$ cat src/rtl/fir_pkg.sv
// Shared widths, saturation limits and the round/shift/saturate helper for the
// FIR decimating requantiser.
package fir_pkg;

    localparam int OUT_W = 16;
    localparam int IN_W  = 32;

    localparam logic signed [OUT_W-1:0] SAT_MAX = 16'sh7FFF;
    localparam logic signed [OUT_W-1:0] SAT_MIN = 16'sh8000;

    // Limits widened to the rounding width so comparisons stay signed.
    localparam logic signed [IN_W:0] SAT_MAX_X = (IN_W + 1)'(SAT_MAX);
    localparam logic signed [IN_W:0] SAT_MIN_X = (IN_W + 1)'(SAT_MIN);

    // Round half toward +inf, arithmetic shift right, clip to OUT_W bits.
    // Returns {sat, y}; sat is set when clipping happened.
    function automatic logic [OUT_W:0] round_sat(input logic signed [IN_W-1:0] x,
                                                 input int unsigned shift);
        logic signed [IN_W:0] bias;
        logic signed [IN_W:0] sum;
        logic signed [IN_W:0] y;
        bias = $signed((IN_W + 1)'(1) << (shift - 1));
        sum  = $signed({x[IN_W-1], x}) + bias;
        y    = sum >>> shift;
        if (y > SAT_MAX_X) begin
            return {1'b1, SAT_MAX};
        end else if (y < SAT_MIN_X) begin
            return {1'b1, SAT_MIN};
        end
        return {1'b0, y[OUT_W-1:0]};
    endfunction

endpackage

$ cat src/rtl/axis_pipe_stage.sv
// One valid/ready register slice: loads when empty or when its consumer takes
// the held word, and holds data stable while stalled.
module axis_pipe_stage #(
    parameter int unsigned W = 16
) (
    input  logic         clk,
    input  logic         reset,
    input  logic [W-1:0] in_data,
    input  logic         in_valid,
    output logic         in_ready,
    output logic [W-1:0] out_data,
    output logic         out_valid,
    input  logic         out_ready
);

    assign in_ready = !out_valid || out_ready;

    // Register slice; an idle upstream cycle empties the slot once it drains.
    always_ff @(posedge clk) begin
        if (!reset) begin
            out_valid <= 1'b0;
            out_data  <= '0;
        end else if (in_ready) begin
            out_valid <= in_valid;
            if (in_valid) begin
                out_data <= in_data;
            end
        end
    end

endmodule

$ cat src/rtl/fir_decim_requant.sv
// Keeps one FIR output sample in every DECIM (or at frame end), requantises
// it to 16 bits and forwards it through a two-register AXI-Stream pipeline.
module fir_decim_requant
    import fir_pkg::*;
#(
    parameter int unsigned DECIM = 4,
    parameter int unsigned SHIFT = 15
) (
    input  logic              clk,
    input  logic              reset,
    input  logic [IN_W-1:0]   s_axis_dec_tdata,
    input  logic [3:0]        s_axis_dec_tkeep,
    input  logic              s_axis_dec_tlast,
    input  logic              s_axis_dec_tvalid,
    output logic              s_axis_dec_tready,
    output logic [OUT_W-1:0]  m_axis_dec_tdata,
    output logic [1:0]        m_axis_dec_tkeep,
    output logic              m_axis_dec_tlast,
    output logic              m_axis_dec_tvalid,
    input  logic              m_axis_dec_tready,
    output logic              sat_flag
);

    localparam int unsigned PH_W = (DECIM > 1) ? $clog2(DECIM) : 1;
    localparam logic [PH_W-1:0] PH_LAST = PH_W'(DECIM - 1);

    logic [PH_W-1:0] phase;
    logic            in_xfer;
    logic            keep;
    logic [OUT_W:0]  rs;       // {sat, y}
    logic [OUT_W:0]  a_in;     // {last, y}
    logic [OUT_W:0]  a_out;
    logic [OUT_W:0]  b_out;
    logic            a_valid;
    logic            b_in_ready;
    logic            unused_tkeep;

    assign unused_tkeep = ^s_axis_dec_tkeep;

    assign in_xfer = s_axis_dec_tvalid && s_axis_dec_tready;
    // tlast closes the group early so each frame starts a fresh group.
    assign keep    = (phase == PH_LAST) || s_axis_dec_tlast;
    assign rs      = round_sat(s_axis_dec_tdata, SHIFT);
    assign a_in    = {s_axis_dec_tlast, rs[OUT_W-1:0]};

    // Phase counter: advances per accepted sample, restarts after a kept one.
    always_ff @(posedge clk) begin
        if (!reset) begin
            phase <= '0;
        end else if (in_xfer) begin
            phase <= keep ? '0 : phase + 1'b1;
        end
    end

    // Sticky saturation flag, raised as the clipped sample enters stage A.
    always_ff @(posedge clk) begin
        if (!reset) begin
            sat_flag <= 1'b0;
        end else if (in_xfer && keep && rs[OUT_W]) begin
            sat_flag <= 1'b1;
        end
    end

    // Discarded samples are still accepted but load an empty slot.
    axis_pipe_stage #(.W(OUT_W + 1)) u_stage_a (
        .clk       (clk),
        .reset     (reset),
        .in_data   (a_in),
        .in_valid  (s_axis_dec_tvalid && keep),
        .in_ready  (s_axis_dec_tready),
        .out_data  (a_out),
        .out_valid (a_valid),
        .out_ready (b_in_ready)
    );

    axis_pipe_stage #(.W(OUT_W + 1)) u_stage_b (
        .clk       (clk),
        .reset     (reset),
        .in_data   (a_out),
        .in_valid  (a_valid),
        .in_ready  (b_in_ready),
        .out_data  (b_out),
        .out_valid (m_axis_dec_tvalid),
        .out_ready (m_axis_dec_tready)
    );

    assign m_axis_dec_tdata = b_out[OUT_W-1:0];
    assign m_axis_dec_tlast = b_out[OUT_W];
    assign m_axis_dec_tkeep = {2{m_axis_dec_tvalid}};

endmodule

$ cat config.mk
export PLATFORM = sky130hd
export DESIGN_NAME = fir_decim_requant
export DESIGN_NICKNAME = d
export VERILOG_FILES = /design/src/rtl/fir_pkg.sv /design/src/rtl/axis_pipe_stage.sv /design/src/rtl/fir_decim_requant.sv
export SDC_FILE = /design/constraint.sdc
export NUM_CORES = 1
export LEC_CHECK = 0
export ABC_AREA = 1
export BUFFER_PORTS_ARGS = -buffer_cell sky130_fd_sc_hd__buf_2
export CAP_MARGIN = 20
export CORE_MARGIN = 4
export CORE_UTILIZATION = 45
export DETAILED_ROUTE_END_ITERATION = 10
export GPL_TIMING_DRIVEN = 0
export PLACE_DENSITY_LB_ADDON = 0.3
export RECOVER_POWER = 100
export SYNTH_ARGS = -nofsm -noshare
export SYNTH_HDL_FRONTEND = slang
export SYNTH_SLANG_ARGS = --single-unit
$ cat constraint.sdc
create_clock -name clk -period 4.5 [get_ports clk]
set_input_delay 0.9 -clock clk [delete_from_list [all_inputs] [get_ports clk]]
set_output_delay 0.9 -clock clk [all_outputs]
set_load 0.005 [all_outputs]
==> impl_metrics.tcl <==
set metrics [dict create \
    syn-num-nets 327 \
    setup_viol 0 \
    ir_drop_v 0.0001169 \
    yosysWarnings 0 \
    final.setup.worst_slack_ns 1.486 \
    gp_congestion 0.8146 \
    port_buffers 43 \
    yosysMostFrequentCell "nor2_1" \
    drcViolationCount 0 \
    p_leak_nw 1.032 \
    netlist_area_mm2 0.002016 \
    ctsHoldBuffers 0 \
    dp.final_hpwl_mm 3.334 \
    worst_slew_pin_slew_ns 0.6297 \
    synthAdderAreaFrac_pct 1.241 \
    crit_path_max_fanout 10 \
    drive_above_1_share_pct 20.30 \
    synth-compound-area-share_pct 16.01 \
    antenna_found_initial 0 \
    grt-ovfl-total 0 \
    post-route-min-period_ns 3.014 \
    timing.setup.tns_ns 0 \
    busiest_layer "met2" \
    synthMuxAreaShare_pct 0 \
    cts_inserted_buffers 5 \
    grt_usage_pct 16.10 \
    netlist_instances 284 \
    cap_viol_max_count 0 \
    insertion_delay_ns 0.29 \
    synth_top_area_share_pct 38.73 \
    synth_top_family_by_area "simple AND/OR/NAND/NOR gates" \
    p_per_area_mw_per_mm2 319.6 \
    io-pin-count 63 \
    synth_top_cell_by_area "dfxtp_1" \
    ys_seq_area_share_pct 38.73 \
    rows 24 \
    critical_path_class "input port to register" \
    ant_nets 0 \
    clkSinkCount 39 \
    cts-root-buf "clkbuf_8" \
    status "completed" \
    cts-resized-gates 0 \
    slew_headroom_pct 58.02 \
    cts_setup_buffers 0 \
    required_ns 4.68 \
    use_met3_pct 4.139 \
    vias 1836 \
    ys_ff_latch 39 \
    dieArea_mm2 0.005614 \
    synth_area_leaders "dfxtp_1 39%, nor2_1 13%, o21ai_0 8.7%, nand2_1 6.1%, a21oi_1 4.0%" \
    worst_path_max_delay_cell "a21oi_1" \
    cp.buffers_inverters 3 \
    initial_core_util_pct 46.29 \
    netlist_top_cells_count "71 x nor2_1, 39 x dfxtp_1, 35 x o21ai_0, 33 x nand2_1, 16 x a21oi_1" \
    grt_use_met2_pct 25.92 \
    gr-usage-met1_pct 20.52 \
    clockBufferDepth 2 \
    path_clk_slew_ns 0.07 \
    nets 377 \
    synthSimpleGateAreaFrac_pct 31.53 \
    finalHoldViolCount 0 \
    drt-total-wl_mm 4.240 \
    htreeDepth 2 \
    holdCritPathClass "register to register" \
    grt_pass1_wl_mm 6.989 \
    critPathMostFrequentCell "nand2_1" \
    wl_per_cell_um 10.96 \
    max_freq_mhz 331.7 \
    grt_pass1_vias 1657 \
    post-route-period-util_pct 66.99 \
    cp_cell_sequence "clkbuf_1 -> ha_1 -> nand2_1 -> nor2_1 -> nand2_1 -> nor2_1 -> a21oi_1 -> clkinvlp_2 -> nand2_1 -> nand2_1 -> buf_8 -> nor2_1 -> nor2_2" \
    finClkSkew_ns 0.009679 \
    worst_ep_arrival_time_ns 3.19 \
    end_kind "register" \
    vias_per_cell 4.744 \
    power.total_w 0.0007453 \
    place_ws_ns 1.954 \
    synth_cell_types 29 \
    synthXorXnorAreaFrac_pct 4.780 \
    core_mm2 0.004354 \
    cts_tree "yes" \
    slew_violations 0 \
    antenna_cells 0 \
    area_delta_synth_final_pct 15.70 \
    first_pass_iters 4 \
    drt_iter0_drc 55 \
    slowest_delay_ns 0.54 \
    avgSynthCellArea_um2 7.097 \
    grt_max_degree 13 \
    start_kind "input port" \
    fillCellCount 458 \
    cp_top_family "simple AND/OR/NAND/NOR gates" \
    ys.flop_type "dfxtp_1" \
    synth_edf_count 0 \
    chipWidth_um 74.93 \
    die_h_um 74.93 \
    synthArstFlopShare_pct 0 \
    rsz0062_at_grt "no" \
]
==> final cells by class <==
class / count / area, um2 / share of cell area [%]
buffer: 13 / 78.83 / 3.380
clock buffer: 7 / 96.34 / 4.131
clock inverter: 1 / 7.507 / 0.3219
inverter: 19 / 72.57 / 3.112
multi-input combinational: 213 / 1026 / 43.99
sequential: 39 / 780.7 / 33.48
tap: 52 / 65.06 / 2.790
timing repair buffer: 43 / 205.2 / 8.798
==> stage by stage <==
step | instances | area [um2] | utilization [%] | hold slack, ns
global placement | 379 | 2296 | 52.73 | 0.4357
floorplan | 284 | 2016 | - | 0.4247
global route | 387 | 2332 | 53.56 | 0.4698
detailed placement | 379 | 2296 | 52.73 | 0.4379
finish | 387 | 2332 | 53.56 | 0.4471
CTS | 387 | 2400 | 55.11 | 0.4480
==> path summary, 6_finish.rpt <==
check                                             from                      to  slack, ns  cells past startpoint
worst min register to register  u_stage_a.out_data[16]  u_stage_b.out_data[16]       0.45                      2
worst min-delay path            u_stage_a.out_data[16]  u_stage_b.out_data[16]       0.45                      2
worst max register to register     u_stage_b.out_valid   u_stage_a.out_data[5]       2.68                      8
worst max-delay path              s_axis_dec_tdata[14]   u_stage_a.out_data[5]       1.49                     13
==> layout by cell type (no fill, tap or decap) <==
| cell type | count |
|---|---|
| a21oi_1 | 17 |
| a21oi_2 | 4 |
| buf_2 | 34 |
| buf_4 | 1 |
| buf_6 | 1 |
| buf_8 | 1 |
| clkbuf_1 | 16 |
| clkbuf_2 | 1 |
| clkbuf_4 | 2 |
| clkbuf_8 | 7 |
| clkinv_1 | 2 |
| clkinvlp_2 | 1 |
| clkinvlp_4 | 1 |
| dfxtp_1 | 39 |
| ha_1 | 2 |
| inv_1 | 15 |
| inv_2 | 1 |
| nand2_1 | 37 |
| nand2_2 | 3 |
| nand2_4 | 1 |
| nand3_1 | 10 |
| nand4_1 | 1 |
| nor2_1 | 76 |
| nor2_2 | 8 |
| nor2_4 | 1 |
| nor3_1 | 3 |
| o21ai_0 | 35 |
| o21ai_1 | 2 |
| o22ai_1 | 1 |
| or2_2 | 1 |
| xnor2_1 | 5 |
| xor2_1 | 6 |
==> logic make-up (layout without fill, tap and decap cells) <==
group                    after synthesis  in the layout
AO/OA/AOI/OAI                         59             59
XOR/XNOR                              11             11
adder cells (fa/ha/maj)                2              2
buffers and inverters                 32             83
flip-flops                            39             39
AND/OR/NAND/NOR                      141            141
==> sequential cells by signal (all words and copies together), names as in the netlist <==
name,flops
u_stage_b.out_valid,1
u_stage_a.out_valid,1
u_stage_b.out_data,17
phase,2
u_stage_a.out_data,17
sat_flag,1
==> worst min-delay path, cell delays in order (launching register included) <==
cell	delay, ns
dfxtp_1	0.30
inv_1	0.05
a21oi_1	0.05
==> power breakdown <==
part / internal [W] / switching [W] / total, W
Sequential: 0.000367 / 0.00000996 / 0.000377
Clock: 0.000139 / 0.000118 / 0.000257
Combinational: 0.0000454 / 0.0000656 / 0.000111
Total: 0.000552 / 0.000194 / 0.000745
==> metal layers <==
metal / wire [um] / share of wire [%]
met1: 2054 / 48
met2: 1846 / 44
met3: 273 / 6.4
met4: 65 / 1.5
met5: 0 / 0
(Power assumes the default switching activity.)
